### src/rtl/pipe_pkg.sv
// Shared definitions for the elastic pipeline stage register.
// Optional feature macro used by pipe_stage_reg: PIPE_REG_SKID_EN
// (adds a second "skid" slot and makes in_ready a pure register output).

package pipe_pkg;

    // Occupancy states of one pipeline stage.
    typedef enum logic [1:0] {
        EMPTY = 2'd0,
        FULL  = 2'd1,
        SKID  = 2'd2
    } pipe_state_e;

    // Default widths of the stage fields.
    localparam int DATA_W_DEF = 64;
    localparam int RD_W_DEF   = 5;
    localparam int CTRL_W_DEF = 8;

    // MIPS control bundle carried alongside each beat.
    // Instances carrying this bundle use CTRL_W = $bits(ctrl_t).
    typedef struct packed {
        logic jump;
        logic branch;
        logic alu_src;
        logic reg_write;
        logic mem_read;
        logic mem_write;
        logic reg_dst;
        logic mem_to_reg;
    } ctrl_t;

    // Number of beats held by the stage in a given state.
    function automatic logic [1:0] beat_count(input pipe_state_e s);
        logic [1:0] n;
        case (s)
            EMPTY:   n = 2'd0;
            FULL:    n = 2'd1;
            SKID:    n = 2'd2;
            default: n = 2'd0;
        endcase
        return n;
    endfunction

endpackage

### src/rtl/pipe_slot.sv
// One storage slot of the pipeline stage: a valid flag plus an opaque payload.
// The payload is zeroed whenever the slot is cleared or reset, so an empty
// slot always presents an all-zero payload (bubble).

module pipe_slot #(
    parameter int W = 8
) (
    input  logic         clk,
    input  logic         rst,
    input  logic         load,
    input  logic         clear,
    input  logic [W-1:0] load_data,
    output logic         valid,
    output logic [W-1:0] data
);

    logic         valid_r;
    logic [W-1:0] data_r;

    // Slot register: reset and clear dominate load; otherwise hold.
    always_ff @(posedge clk) begin
        if (rst) begin
            valid_r <= 1'b0;
            data_r  <= '0;
        end else if (clear) begin
            valid_r <= 1'b0;
            data_r  <= '0;
        end else if (load) begin
            valid_r <= 1'b1;
            data_r  <= load_data;
        end else begin
            valid_r <= valid_r;
            data_r  <= data_r;
        end
    end

    assign valid = valid_r;
    assign data  = data_r;

endmodule

### src/rtl/pipe_stage_reg.sv
// Elastic pipeline register with valid/ready handshake, flush and bubble
// zeroing. Outputs always come straight from the main slot register.
// Optional macro PIPE_REG_SKID_EN: adds a skid slot (two beats of buffering)
// and registers in_ready, cutting the ready path from out_ready to in_ready.
// Without it the stage is a single slot and in_ready = !out_valid | out_ready.

module pipe_stage_reg
    import pipe_pkg::*;
#(
    parameter int DATA_W = DATA_W_DEF,
    parameter int RD_W   = RD_W_DEF,
    parameter int CTRL_W = CTRL_W_DEF
) (
    input  logic              clk,
    input  logic              rst,
    input  logic              in_valid,
    output logic              in_ready,
    input  logic [DATA_W-1:0] in_data,
    input  logic [RD_W-1:0]   in_rd,
    input  logic [CTRL_W-1:0] in_ctrl,
    input  logic              flush,
    output logic              out_valid,
    input  logic              out_ready,
    output logic [DATA_W-1:0] out_data,
    output logic [RD_W-1:0]   out_rd,
    output logic [CTRL_W-1:0] out_ctrl
);

    localparam int PW = DATA_W + RD_W + CTRL_W;

    pipe_state_e state_r;
    pipe_state_e state_nxt_s;

    logic          in_xfer_s;
    logic          out_xfer_s;
    logic          in_ready_s;
    logic [PW-1:0] in_payload_s;

    logic          main_load_s;
    logic          main_clear_s;
    logic [PW-1:0] main_din_s;
    logic          main_valid_s;
    logic [PW-1:0] main_data_s;

`ifdef PIPE_REG_SKID_EN
    logic          in_ready_r;
    logic          main_from_skid_s;
    logic          skid_load_s;
    logic          skid_clear_s;
    logic          skid_valid_s;
    logic [PW-1:0] skid_data_s;
`endif

    assign in_payload_s = {in_data, in_rd, in_ctrl};

`ifdef PIPE_REG_SKID_EN
    // Ready is a flop: the stage can accept as long as the skid slot is free.
    assign in_ready_s = in_ready_r;
`else
    // Single slot: accept when empty, or when the held beat leaves this cycle.
    assign in_ready_s = ~main_valid_s | out_ready;
`endif

    assign in_xfer_s  = in_valid & in_ready_s;
    assign out_xfer_s = main_valid_s & out_ready;

    // Next-state and slot-control decode from the current occupancy.
    always_comb begin
        state_nxt_s      = state_r;
        main_load_s      = 1'b0;
        main_clear_s     = 1'b0;
`ifdef PIPE_REG_SKID_EN
        main_from_skid_s = 1'b0;
        skid_load_s      = 1'b0;
        skid_clear_s     = 1'b0;
`endif
        if (flush) begin
            // Squash: everything held (and any incoming beat) is dropped.
            // A beat taken downstream this same cycle is simply not repeated.
            state_nxt_s  = EMPTY;
            main_clear_s = 1'b1;
`ifdef PIPE_REG_SKID_EN
            skid_clear_s = 1'b1;
`endif
        end else begin
            case (state_r)
                EMPTY: begin
                    if (in_xfer_s) begin
                        state_nxt_s = FULL;
                        main_load_s = 1'b1;
                    end else begin
                        state_nxt_s = EMPTY;
                    end
                end
                FULL: begin
                    if (in_xfer_s && out_xfer_s) begin
                        state_nxt_s = FULL;
                        main_load_s = 1'b1;
                    end else if (out_xfer_s) begin
                        state_nxt_s  = EMPTY;
                        main_clear_s = 1'b1;
`ifdef PIPE_REG_SKID_EN
                    end else if (in_xfer_s) begin
                        // Downstream stalled: park the new beat behind main.
                        state_nxt_s = SKID;
                        skid_load_s = 1'b1;
`endif
                    end else begin
                        state_nxt_s = FULL;
                    end
                end
`ifdef PIPE_REG_SKID_EN
                SKID: begin
                    // in_ready is low here, so only the drain path exists.
                    if (out_xfer_s) begin
                        state_nxt_s      = FULL;
                        main_load_s      = 1'b1;
                        main_from_skid_s = 1'b1;
                        skid_clear_s     = 1'b1;
                    end else begin
                        state_nxt_s = SKID;
                    end
                end
`endif
                default: begin
                    state_nxt_s  = EMPTY;
                    main_clear_s = 1'b1;
`ifdef PIPE_REG_SKID_EN
                    skid_clear_s = 1'b1;
`endif
                end
            endcase
        end
    end

`ifdef PIPE_REG_SKID_EN
    // Main slot is refilled from skid while draining, otherwise from upstream.
    always_comb begin
        if (main_from_skid_s) begin
            main_din_s = skid_data_s;
        end else begin
            main_din_s = in_payload_s;
        end
    end
`else
    // Main slot is only ever filled from upstream.
    always_comb begin
        main_din_s = in_payload_s;
    end
`endif

    // Occupancy state register.
    always_ff @(posedge clk) begin
        if (rst) begin
            state_r <= EMPTY;
        end else begin
            state_r <= state_nxt_s;
        end
    end

`ifdef PIPE_REG_SKID_EN
    // Registered ready: high whenever the next state leaves the skid slot free.
    always_ff @(posedge clk) begin
        if (rst) begin
            in_ready_r <= 1'b1;
        end else begin
            in_ready_r <= (beat_count(state_nxt_s) < 2'd2);
        end
    end
`endif

    pipe_slot #(
        .W (PW)
    ) u_main (
        .clk       (clk),
        .rst       (rst),
        .load      (main_load_s),
        .clear     (main_clear_s),
        .load_data (main_din_s),
        .valid     (main_valid_s),
        .data      (main_data_s)
    );

`ifdef PIPE_REG_SKID_EN
    pipe_slot #(
        .W (PW)
    ) u_skid (
        .clk       (clk),
        .rst       (rst),
        .load      (skid_load_s),
        .clear     (skid_clear_s),
        .load_data (in_payload_s),
        .valid     (skid_valid_s),
        .data      (skid_data_s)
    );
`endif

    // Outputs are the main slot flops; an empty slot holds an all-zero payload.
    assign in_ready  = in_ready_s;
    assign out_valid = main_valid_s;
    assign out_data  = main_data_s[PW-1 -: DATA_W];
    assign out_rd    = main_data_s[CTRL_W +: RD_W];
    assign out_ctrl  = main_data_s[CTRL_W-1:0];

endmodule

### config.mk
export PLATFORM = sky130hd
export DESIGN_NAME = pipe_stage_reg
export DESIGN_NICKNAME = d
export VERILOG_FILES = /design/src/rtl/pipe_pkg.sv /design/src/rtl/pipe_slot.sv /design/src/rtl/pipe_stage_reg.sv
export SDC_FILE = /design/constraint.sdc
export NUM_CORES = 1
export LEC_CHECK = 0
export CAP_MARGIN = 30
export CORE_ASPECT_RATIO = 1.75
export CORE_MARGIN = 4
export CORE_UTILIZATION = 42
export DETAILED_ROUTE_END_ITERATION = 8
export GPL_TIMING_DRIVEN = 0
export PLACE_DENSITY = 0.81
export SLEW_MARGIN = 20
export SYNTH_ARGS = -nofsm -noshare
export SYNTH_HDL_FRONTEND = slang
export SYNTH_SLANG_ARGS = --single-unit
export TNS_END_PERCENT = 100
### constraint.sdc
create_clock -name clk -period 1.7 [get_ports clk]
set_input_delay 0.34 -clock clk [delete_from_list [all_inputs] [get_ports clk]]
set_output_delay 0.34 -clock clk [all_outputs]
set_load 0.01 [all_outputs]
==> run summary, run 1 <==
## Floorplanning
* **initial core utilization** 42.8%
* **die footprint** 0.0100 mm2
* **number of primary I/O pins** 161
* **FP Rows** 44
* **area of the core region** 0.00826 mm2
* **width of the die** 77.4 um
* **DIE HEIGHT** 129 um

## Clocking
* **CTS tree** built
* **maximum root-to-sink buffer count** 2
* **number of clock sinks seen by CTS** 79
* **H-tree depth reported by CTS** 3
* **clock latency of the later-clocked register in the worst-skew pair** 0.33 ns
* **clock slew at reported path FFs** 0.06 ns
* **number of buffers inserted to repair setup after CTS** 0
* **TritonCTS Buffers** 9
* **Post-CTS Hold Fix Bufs** 0
* **Clock Root Buffer** sky130_fd_sc_hd__clkbuf_16

## Global route
* **global-route wire length before repair** 18900 um
* **number of antenna violations at the first check in global routing** 0
* **total grt overflow** 0
* **via count of the first global-routing pass** 3824
* **maximum number of pins on one net before global-route repair** 16
* **overall fraction of global-route tracks in use** 23.4%

## Finish
* **number of antenna cells inserted** 0
* **area used by multi-input combinational logic** 0.00161 mm2
* **Core Util, Final** 67.9%
* **area added between synthesis and finish** 58.5%
* **ratio of cells with drive above 1 in the final layout** 15.4%
* **fill count** 692
* **total number of nets in the final design** 637
* **flip-flop and latch area** 0.00159 mm2

## Routing
* **count of routing violations after the opening detailed-route iteration** 232
* **iteration count of the initial detailed-routing pass** 5
* **post-DR wirelength/cell** 18.6 um
* **via density per instance** 5.89
* **DRC Markers** 0
* **vias post-DR** 3840
* **antenna violation net count after detailed routing** 0
* **Detailed Route WL** 12200 um

## Yosys
* **sequential fraction of the synthesis area** 44.7%
* **number of distinct library cells after synthesis** 19
* **Avg Cell Area, Syn** 9.19 um2
* **yosys synthesis warning count** 0
* **synthesis-stage register bit count** 79
* **cell count after synthesis** 385
* **post-synthesis cell area** 0.00354 mm2
* **synthesized netlist net count** 467

## Placed design
* **GP Congestion** 0.822
* **sum of net half-perimeters after detailed placement** 8900 um
* **dpl ws** -0.608 ns
* **number of port buffers** 160

## Timing
* **Relative slew margins** 67.6%
* **Clock Skew** 0.00560 ns
* **unrepaired setup endpoints after global routing** yes
* **Setup violations, final** 0
* **Final Max Tran Viols** 0
* **final number of hold-violating endpoints** 0
* **minimum clock period** 1.68 ns
* **fraction of the cycle the final worst path needs** 98.6%
* **maximum operating frequency** 597 MHz
* **worst-margin pin slew** 0.486 ns
* **post-layout worst setup margin** 0.0246 ns

## Hold path
* **Tightest Hold Check Type** register to register
* **Min-Delay Startpoint** u_main.data[5]$_SDFFE_PP0P_
* **terminating pin of the worst hold path** u_main.data[5]$_SDFFE_PP0P_
* **hold-critical path depth** 2

## Critical path
* **Slowest Stage Delay on Critical Path** 0.59 ns
* **highest net fanout along the worst path** 2
* **type of the worst setup path** register to output pin
* **kind of cell adding the most delay to the critical path** buffers and inverters
* **count of buffer and inverter cells on the critical path** 1
* **Worst R2R Setup Slack** 0.25 ns
* **crit-path cells** clkdlybuf4s50_1
* **cell with the largest stage delay on the worst path** sky130_fd_sc_hd__clkdlybuf4s50_1
* **cell depth of the worst flop-to-flop path** 6
* **Reg2Reg Capture Point** u_main.data[30]$_SDFFE_PP0P_
* **WP data arrival** 1.34 ns
* **reg-to-reg startpoint** state_r[0]$_SDFF_PP0_
* **required time of the critical path** 1.36 ns
* **sort of element at the end of the critical path** output pin
* **startpoint type of the worst setup path** register

## Power
* **total leakage power** 1.92 nW
* **peak supply drop** 0.000544 V
* **power density of the placed cells** 804 mW/mm2
* **Total Power** 4.51 mW

## Outcome
* **outcome** complete, no violations

## Run
* **number of max-capacitance violations reported** 0

[metrics by stage]
| stage | instance area [um2] | cells | hold slack [ns] | setup TNS [ns] |
|---|---|---|---|---|
| global placement | 5250 | 637 | 0.453 | -12.31 |
| global route | 5610 | 652 | 0.487 | -0.0160 |
| finish | 5610 | 652 | 0.468 | 0 |
| detailed placement | 5250 | 637 | 0.460 | -14.90 |
| floorplan | 3540 | 385 | 0.490 | 0 |
| CTS | 5580 | 652 | 0.468 | 0 |
[flip-flops by register name, summed over array words and instances, names as in the netlist]
name	count
u_main.data	77
state_r	1
u_main.valid	1
[kinds of logic (layout without fill, tap and decap cells)]
logic type	count (synthesis)	in the layout	synth area share [%]
muxes	1	1	0.283
buffers and inverters	62	237	10.6
AOI/OAI and AO/OA	157	157	29.1
DFF	79	79	44.7
and+or+nand+nor	86	86	15.3
[routing by layer]
metal,up-vias,wire (um),global-route usage (%)
li1,1845,-,-
met1,1797,4520,24.3
met2,172,6610,44.1
met3,26,666,4.73
met4,0,367,12.1
met5,-,0,0
[power by group]
part,switching [mW],internal [mW],total [mW],leakage [nW]
clock,0.737,1.21,1.95,0.152
combinational,0.303,0.336,0.639,1.13
sequential,0.0257,1.89,1.92,0.641
[cells in the final DEF, fill, tap and decap left out]
master,instances
sky130_fd_sc_hd__clkbuf_16,9
sky130_fd_sc_hd__buf_2,31
sky130_fd_sc_hd__nand4b_1,1
sky130_fd_sc_hd__buf_8,1
sky130_fd_sc_hd__clkinvlp_4,1
sky130_fd_sc_hd__dfxtp_4,1
sky130_fd_sc_hd__clkinv_4,1
sky130_fd_sc_hd__clkbuf_8,2
sky130_fd_sc_hd__a21oi_1,79
sky130_fd_sc_hd__inv_8,1
sky130_fd_sc_hd__clkbuf_1,9
sky130_fd_sc_hd__nor2b_1,2
sky130_fd_sc_hd__mux2i_1,1
sky130_fd_sc_hd__dfxtp_1,78
sky130_fd_sc_hd__clkinv_2,2
sky130_fd_sc_hd__bufinv_16,1
sky130_fd_sc_hd__nand2b_1,2
sky130_fd_sc_hd__nor2_1,2
sky130_fd_sc_hd__o31ai_4,1
sky130_fd_sc_hd__nand4_1,77
sky130_fd_sc_hd__buf_6,7
sky130_fd_sc_hd__clkdlybuf4s50_1,158
sky130_fd_sc_hd__o31ai_1,62
sky130_fd_sc_hd__o31ai_2,14
sky130_fd_sc_hd__o21ai_0,1
sky130_fd_sc_hd__clkbuf_4,3
sky130_fd_sc_hd__clkdlybuf4s15_2,1
sky130_fd_sc_hd__buf_4,9
sky130_fd_sc_hd__dlygate4sd2_1,1
sky130_fd_sc_hd__nor2b_4,1
sky130_fd_sc_hd__nand2_1,1
[how the worst max path moves through the flow]
| stage | start | cells after the start | endpoint | slack (ns) |
|---|---|---|---|---|
| floorplan | u_main.valid$_SDFFE_PP0P_ | 6 | u_main.data[30]$_SDFFE_PP0P_ | 0.37 |
| global route | in_valid | 7 | u_main.data[57]$_SDFFE_PP0P_ | -0.008 |
| CTS | u_main.data[30]$_SDFFE_PP0P_ | 1 | out_data[17] | 0.01 |
| finish | u_main.data[30]$_SDFFE_PP0P_ | 1 | out_data[17] | 0.02 |
| global placement | out_ready | 6 | in_ready | -0.60 |
| detailed placement | out_ready | 6 | in_ready | -0.61 |
[layout make-up]
| cell class | count | share of cell area (%) |
|---|---|---|
| clock buffers | 11 | 4.51 |
| flip-flops and latches | 79 | 28.3 |
| multi-input cells | 244 | 28.8 |
| inverters | 1 | 0.201 |
| clock inverters | 5 | 1.00 |
| plain buffers | 60 | 6.65 |
| repair buffers | 160 | 28.6 |
| well taps | 92 | 2.05 |
[tightest hold or removal path: stages (launching register included)]
cell and delay, ns:
sky130_fd_sc_hd__dfxtp_1 0.31, sky130_fd_sc_hd__o31ai_1 0.06, sky130_fd_sc_hd__a21oi_1 0.06
[cell usage after synthesis]
master | number | area (um2)
sky130_fd_sc_hd__a21oi_1 | 79 | 395
sky130_fd_sc_hd__dfxtp_1 | 79 | 1580
sky130_fd_sc_hd__nand4_1 | 77 | 482
sky130_fd_sc_hd__o31ai_1 | 67 | 503
sky130_fd_sc_hd__buf_2 | 35 | 175
sky130_fd_sc_hd__o31ai_2 | 10 | 125
sky130_fd_sc_hd__buf_4 | 9 | 67.6
sky130_fd_sc_hd__clkbuf_1 | 9 | 33.8
sky130_fd_sc_hd__buf_6 | 7 | 78.8
sky130_fd_sc_hd__nand2b_1 | 2 | 12.5
sky130_fd_sc_hd__nor2_1 | 2 | 7.51
sky130_fd_sc_hd__nor2b_1 | 2 | 12.5
sky130_fd_sc_hd__buf_8 | 1 | 15.0
sky130_fd_sc_hd__inv_4 | 1 | 6.26
sky130_fd_sc_hd__mux2i_1 | 1 | 10.0
sky130_fd_sc_hd__nand2_1 | 1 | 3.75
sky130_fd_sc_hd__nand4b_1 | 1 | 8.76
sky130_fd_sc_hd__nor2b_4 | 1 | 13.8
sky130_fd_sc_hd__o21ai_0 | 1 | 5.00
[what timing repair did]
action,4_1_cts,5_1_grt
endpoints found under the setup margin,3,13
resized for setup,8,9
gates cloned,0,0
No activity file was read; power rests on OpenSTA's default activity.
==> run 2, diff against run 1 <==
==> constraint.sdc (replaced) <==
create_clock -name clk -period 1.7 [get_ports clk]
set_input_delay 0.34 -clock clk [delete_from_list [all_inputs] [get_ports clk]]
set_output_delay 0.34 -clock clk [all_outputs]
set_load 0.005 [all_outputs]
==> run 2 against run 1 <==
  * Critical path depth unchanged
  * Wire length about the same
  * Die area is the same
  * Critical endpoint unchanged
  * First-iteration DRC count fell by 9.5%
  * Global-route usage unchanged
  * Design area is 0.36% higher
  * Critical path type unchanged
  * Largest cell class unchanged
==> run summary, run 2 (same netlist as run 1, synthesis figures left out) <==
## Timing
* **worst-margin pin slew** 0.496 ns, +0.00930 ns
* **final hold slack** 0.468 ns, +0.000324 ns
* **Relative slew margins** 67.0%, -0.62 points
* **Final Max Tran Viols** 0, unchanged
* **unrepaired setup endpoints after global routing** yes
* **final number of hold-violating endpoints** 0, unchanged
* **minimum clock period** 1.64 ns, -0.0386 ns
* **Setup violations, final** 0, unchanged
* **fraction of the cycle the final worst path needs** 96.3%, -2.3 points
* **maximum operating frequency** 611 MHz, +2.4%
* **post-layout worst setup margin** 0.0632 ns, +0.0386 ns
* **Clock Skew** 0.00645 ns, +0.000851 ns

## Power
* **Total Power** 4.50 mW, -0.17%
* **power density of the placed cells** 800 mW/mm2, -0.52%
* **total leakage power** 1.93 nW, +0.67%
* **peak supply drop** 0.000542 V, -0.26%

## Critical path
* **highest net fanout along the worst path** 2, unchanged
* **count of buffer and inverter cells on the critical path** 1, unchanged
* **cell with the largest stage delay on the worst path** sky130_fd_sc_hd__clkdlybuf4s50_1
* **Slowest Stage Delay on Critical Path** 0.56 ns, -0.03 ns
* **sort of element at the end of the critical path** output pin
* **cell depth of the worst flop-to-flop path** 7, +1
* **Reg2Reg Capture Point** u_main.data[57]$_SDFFE_PP0P_
* **reg-to-reg startpoint** u_main.valid$_SDFFE_PP0P_
* **type of the worst setup path** register to output pin
* **WP data arrival** 1.30 ns, -0.04 ns
* **required time of the critical path** 1.36 ns, about the same
* **kind of cell adding the most delay to the critical path** buffers and inverters
* **startpoint type of the worst setup path** register
* **Worst R2R Setup Slack** 0.16 ns, -0.09 ns
* **crit-path cells** clkdlybuf4s50_1

## Clocking
* **number of clock sinks seen by CTS** 79, unchanged
* **clock slew at reported path FFs** 0.06 ns, about the same
* **CTS tree** built
* **Clock Root Buffer** sky130_fd_sc_hd__clkbuf_16
* **TritonCTS Buffers** 9, unchanged
* **maximum root-to-sink buffer count** 2, unchanged
* **Post-CTS Hold Fix Bufs** 0, unchanged
* **H-tree depth reported by CTS** 3, unchanged
* **clock latency of the later-clocked register in the worst-skew pair** 0.33 ns, about the same

## Placed design
* **number of port buffers** 160, unchanged
* **GP Congestion** 0.822, unchanged
* **sum of net half-perimeters after detailed placement** 8900 um, unchanged
* **dpl ws** -0.573 ns, +0.0347 ns

## Floorplanning
* **die footprint** 0.0100 mm2, unchanged
* **DIE HEIGHT** 129 um, unchanged
* **number of primary I/O pins** 161, unchanged
* **initial core utilization** 42.8%, unchanged
* **FP Rows** 44, unchanged
* **area of the core region** 0.00826 mm2, unchanged
* **width of the die** 77.4 um, unchanged

## Routing
* **antenna violation net count after detailed routing** 0, unchanged
* **vias post-DR** 3867, +0.70%
* **iteration count of the initial detailed-routing pass** 4, -1
* **DRC Markers** 0, unchanged
* **post-DR wirelength/cell** 18.6 um, -0.37%
* **via density per instance** 5.90, +0.24%
* **Detailed Route WL** 12200 um, about the same
* **count of routing violations after the opening detailed-route iteration** 210, -9.5%

## Global route
* **maximum number of pins on one net before global-route repair** 16, unchanged
* **overall fraction of global-route tracks in use** 23.4%, unchanged
* **global-route wire length before repair** 18900 um, unchanged
* **total grt overflow** 0, unchanged
* **via count of the first global-routing pass** 3824, unchanged
* **number of antenna violations at the first check in global routing** 0, unchanged

## Finish
* **area added between synthesis and finish** 59.1%
* **total number of nets in the final design** 640, +0.47%
* **commonest cells after routing, fill and taps aside** 158 x sky130_fd_sc_hd__clkdlybuf4s50_1, 79 x sky130_fd_sc_hd__a21oi_1, 78 x sky130_fd_sc_hd__dfxtp_1
* **ratio of cells with drive above 1 in the final layout** 15.6%, +0.27 points
* **number of antenna cells inserted** 0, unchanged
* **flip-flop count of the largest register, all copies and words added** 77, unchanged
* **most common cell after layout, fill and taps aside** sky130_fd_sc_hd__clkdlybuf4s50_1

## Hold path
* **Min-Delay Startpoint** u_main.data[54]$_SDFFE_PP0P_
* **Tightest Hold Check Type** register to register
* **hold-critical path depth** 2, unchanged
* **terminating pin of the worst hold path** u_main.data[54]$_SDFFE_PP0P_

## Outcome
* **outcome** complete, no violations

## Run
* **number of max-capacitance violations reported** 0, unchanged

run 2: cell types whose count changed in the layout (fill, tap and decap cells not counted), sizes merged:
cell and change:
dlygate4sd2 +1, clkdlybuf4s15 -1, buf +3
run 2: area by class of cell:
cell class / instances / area, um2
Timing Repair Buffer: 163 / 1620
Sequential cell: 79 / 1590
Buffer: 60 / 373
Multi-Input combinational cell: 244 / 1610
Fill cell: 690 / 2630
Tap cell: 92 / 115
Inverter: 1 / 11.3
Clock inverter: 5 / 56.3
Clock buffer: 11 / 253
run 2: worst max path at each step:
stage	from	endpoint	slack (ns)	cells past startpoint
6_report	u_main.data[30]$_SDFFE_PP0P_	out_data[17]	0.06	1
5_1_grt	in_valid	u_main.data[57]$_SDFFE_PP0P_	-0.008	7
4_1_cts	u_main.valid$_SDFFE_PP0P_	in_ready	0.001	4
3_5_place_dp	out_ready	in_ready	-0.57	6
3_3_place_gp	out_ready	in_ready	-0.56	6
2_1_floorplan	flush	u_main.data[30]$_SDFFE_PP0P_	0.40	6
run 2: metrics by stage:
step / setup TNS (ns) / util (%) / std cells / cell area [um2]
2_1_floorplan: 0 / - / 385 / 3540
3_3_place_gp: -12.27 / 63.6 / 637 / 5250
3_5_place_dp: -14.87 / 63.6 / 637 / 5250
4_1_cts: 0 / 67.5 / 652 / 5580
5_1_grt: -0.0160 / 68.2 / 655 / 5630
6_report: 0 / 68.2 / 655 / 5630
run 2: routing by layer:
layer	wire length (um)	share of wire, %	up-vias	global-route usage [%]
met4	350	2.9	0	12.1
met1	4490	37	1824	24.3
li1	-	-	1856	-
met5	0	0	-	0
met3	645	5.3	26	4.73
met2	6680	55	161	44.1
run 2: timing repair:
item / in CTS / in global routing
gates cloned: 0 / 0
gates resized for setup: 7 / 8
setup endpoints to repair: 3 / 13
buffers inserted: 0 / 3
run 2: where the power goes:
| group | switching, mW | internal, mW |
|---|---|---|
| clock network | 0.742 | 1.21 |
| registers | 0.0250 | 1.89 |
| logic | 0.289 | 0.338 |
==> run 3, diff against run 2 <==
--- a/config.mk
+++ b/config.mk
@@ -11,7 +11,7 @@
 export CORE_UTILIZATION = 42
 export DETAILED_ROUTE_END_ITERATION = 8
 export GPL_TIMING_DRIVEN = 0
-export PLACE_DENSITY = 0.81
+export PLACE_DENSITY = 0.78
 export SLEW_MARGIN = 20
 export SYNTH_ARGS = -nofsm -noshare
 export SYNTH_HDL_FRONTEND = slang
==> run 3 against run 2 <==
  * Clock-buffer cell count stayed put
  * Via count is 0.72% lower
  * Cell count is 0.31% lower
  * Highest routed layer unchanged
==> run summary, run 3 (same netlist as run 1, synthesis figures left out) <==
## Clocking
* **TritonCTS Buffers** 9, unchanged
* **Post-CTS Hold Fix Bufs** 0, unchanged
* **maximum root-to-sink buffer count** 2, unchanged
* **CTS tree** built
* **clock slew at reported path FFs** 0.06 ns, about the same
* **number of clock sinks seen by CTS** 79, unchanged
* **Clock Root Buffer** sky130_fd_sc_hd__clkbuf_16
* **clock latency of the later-clocked register in the worst-skew pair** 0.33 ns, about the same
* **H-tree depth reported by CTS** 3, unchanged

## Critical path
* **reg-to-reg startpoint** u_main.valid$_SDFFE_PP0P_
* **highest net fanout along the worst path** 4, +2
* **type of the worst setup path** register to output pin
* **startpoint type of the worst setup path** register
* **worst setup path endpoint** out_valid
* **Reg2Reg Capture Point** u_main.data[36]$_SDFFE_PP0P_
* **cell depth of the worst flop-to-flop path** 7, unchanged
* **WP data arrival** 1.32 ns, +0.02 ns
* **sort of element at the end of the critical path** output pin
* **Worst R2R Setup Slack** 0.21 ns, +0.05 ns
* **beginning of the critical path** u_main.valid$_SDFFE_PP0P_
* **required time of the critical path** 1.36 ns, about the same

## Routing
* **vias post-DR** 3839, -0.72%
* **post-DR wirelength/cell** 18.6 um, +0.20%
* **Detailed Route WL** 12200 um, -0.11%
* **DRC Markers** 0, unchanged
* **antenna violation net count after detailed routing** 0, unchanged
* **via density per instance** 5.88, -0.42%
* **count of routing violations after the opening detailed-route iteration** 244, +16%
* **iteration count of the initial detailed-routing pass** 5, +1

## Finish
* **commonest cells after routing, fill and taps aside** 157 x sky130_fd_sc_hd__clkdlybuf4s50_1, 79 x sky130_fd_sc_hd__a21oi_1, 78 x sky130_fd_sc_hd__dfxtp_1
* **area used by multi-input combinational logic** 0.00158 mm2, -1.8%
* **most common cell after layout, fill and taps aside** sky130_fd_sc_hd__clkdlybuf4s50_1
* **Non-Filler Cell Area, Final** 0.00561 mm2, -0.27%
* **flip-flop count of the largest register, all copies and words added** 77, unchanged
* **area added between synthesis and finish** 58.7%
* **total number of nets in the final design** 638, -0.31%
* **flip-flop and latch area** 0.00159 mm2, unchanged
* **number of antenna cells inserted** 0, unchanged
* **ratio of cells with drive above 1 in the final layout** 14.6%, -1.0 points
* **fill count** 729, +5.7%

## Global route
* **via count of the first global-routing pass** 3841, +0.44%
* **number of antenna violations at the first check in global routing** 0, unchanged
* **total grt overflow** 0, unchanged
* **overall fraction of global-route tracks in use** 23.5%, +0.026 points
* **maximum number of pins on one net before global-route repair** 16, unchanged
* **global-route wire length before repair** 18900 um, about the same

## Timing
* **Clock Skew** 0.00555 ns, -0.000893 ns
* **unrepaired setup endpoints after global routing** no
* **fraction of the cycle the final worst path needs** 97.6%, +1.3 points
* **post-layout worst setup margin** 0.0407 ns, -0.0225 ns
* **final number of hold-violating endpoints** 0, unchanged
* **Setup violations, final** 0, unchanged
* **maximum operating frequency** 603 MHz, -1.4%
* **Relative slew margins** 68.3%, +1.3 points
* **worst-margin pin slew** 0.475 ns, -0.0202 ns
* **Final Max Tran Viols** 0, unchanged
* **minimum clock period** 1.66 ns, +0.0225 ns

## Power
* **peak supply drop** 0.000695 V, +28%
* **clock network fraction of design power** 45.4%, +1.9 points
* **relative contribution of sequential cells to total power** 41.3%, -1.3 points
* **part of the total power dissipated in combinational logic** 13.3%, -0.6 points
* **net switching power** 1.05 mW, -0.17%
* **switching share of total power** 22.7%, -0.77 points
* **power density of the placed cells** 828 mW/mm2, +3.5%
* **total leakage power** 1.94 nW, +0.29%
* **Total Power** 4.65 mW, +3.2%
* **internal power summed over all cells** 3.59 mW, +4.3%

## Floorplanning
* **DIE HEIGHT** 129 um, unchanged
* **width of the die** 77.4 um, unchanged
* **die footprint** 0.0100 mm2, unchanged
* **FP Rows** 44, unchanged
* **area of the core region** 0.00826 mm2, unchanged
* **number of primary I/O pins** 161, unchanged
* **initial core utilization** 42.8%, unchanged

## Hold path
* **Tightest Hold Check Type** input pin to register

## Placed design
* **dpl ws** -0.587 ns, -0.0141 ns
* **number of port buffers** 160, unchanged
* **placed standard-cell area** 0.00525 mm2, unchanged
* **GP Congestion** 0.776, -5.6%
* **sum of net half-perimeters after detailed placement** 9060 um, +1.7%

## Outcome
* **outcome** complete, no violations

## Run
* **number of max-capacitance violations reported** 0, unchanged

## run 3: area by class of cell
cell class / instances / share of cell area (%)
clock inverters: 5 / 1.43
repair buffers: 161 / 28.7
multi-input cells: 244 / 28.2
inverters: 1 / 0.201
flip-flops and latches: 79 / 28.2
plain buffers: 60 / 6.69
well taps: 92 / 2.05
clock buffers: 11 / 4.50
## run 3: worst min-delay path by stage
stage,from,endpoint,cells past startpoint
after global placement,u_main.data[33]$_SDFFE_PP0P_,u_main.data[33]$_SDFFE_PP0P_,2
after detailed placement,u_main.data[49]$_SDFFE_PP0P_,u_main.data[49]$_SDFFE_PP0P_,2
final,in_valid,state_r[0]$_SDFF_PP0_,3
after global routing,in_valid,state_r[0]$_SDFF_PP0_,3
after floorplan,u_main.data[0]$_SDFFE_PP0P_,u_main.data[0]$_SDFFE_PP0P_,2
after CTS,u_main.data[49]$_SDFFE_PP0P_,u_main.data[49]$_SDFFE_PP0P_,2
## run 3: metrics by stage
stage	hold WS, ns	util [%]	TNS, ns	std cells
after floorplan	0.465	-	0	385
after global placement	0.453	63.6	-12.00	637
after detailed placement	0.462	63.6	-13.22	637
after CTS	0.470	67.6	0	652
after global routing	0.434	68.0	0	653
final	0.397	68.0	0	653
## run 3: critical path: stages (launching register included)
cell                              delay, ns
sky130_fd_sc_hd__dfxtp_4               0.37
sky130_fd_sc_hd__buf_4                 0.12
sky130_fd_sc_hd__clkdlybuf4s50_1       0.50
## run 3: power by group through the flow
stage	combinational, mW	sequential [mW]	clock, mW
after global placement	0.604	1.96	0
after global routing	0.664	1.92	2.23
after CTS	0.616	1.92	2.14
after detailed placement	0.611	1.96	0
after floorplan	0.258	1.96	0
final	0.620	1.92	2.11
## run 3: routing by layer
layer	share of wire [%]	wire length, um	up-vias	global-route usage (%)
met5	0	0	-	0
met4	3.9	478	0	12.1
met3	4.7	576	32	5.22
met2	55	6710	145	44.9
met1	36	4390	1812	23.4
li1	-	-	1850	-
## run 3: timing repair
action | 4_1_cts | 5_1_grt
resized for setup | 5 | 7
setup buffers | 0 | 1
setup endpoints to repair | 2 | 17
pin swaps | 0 | 0
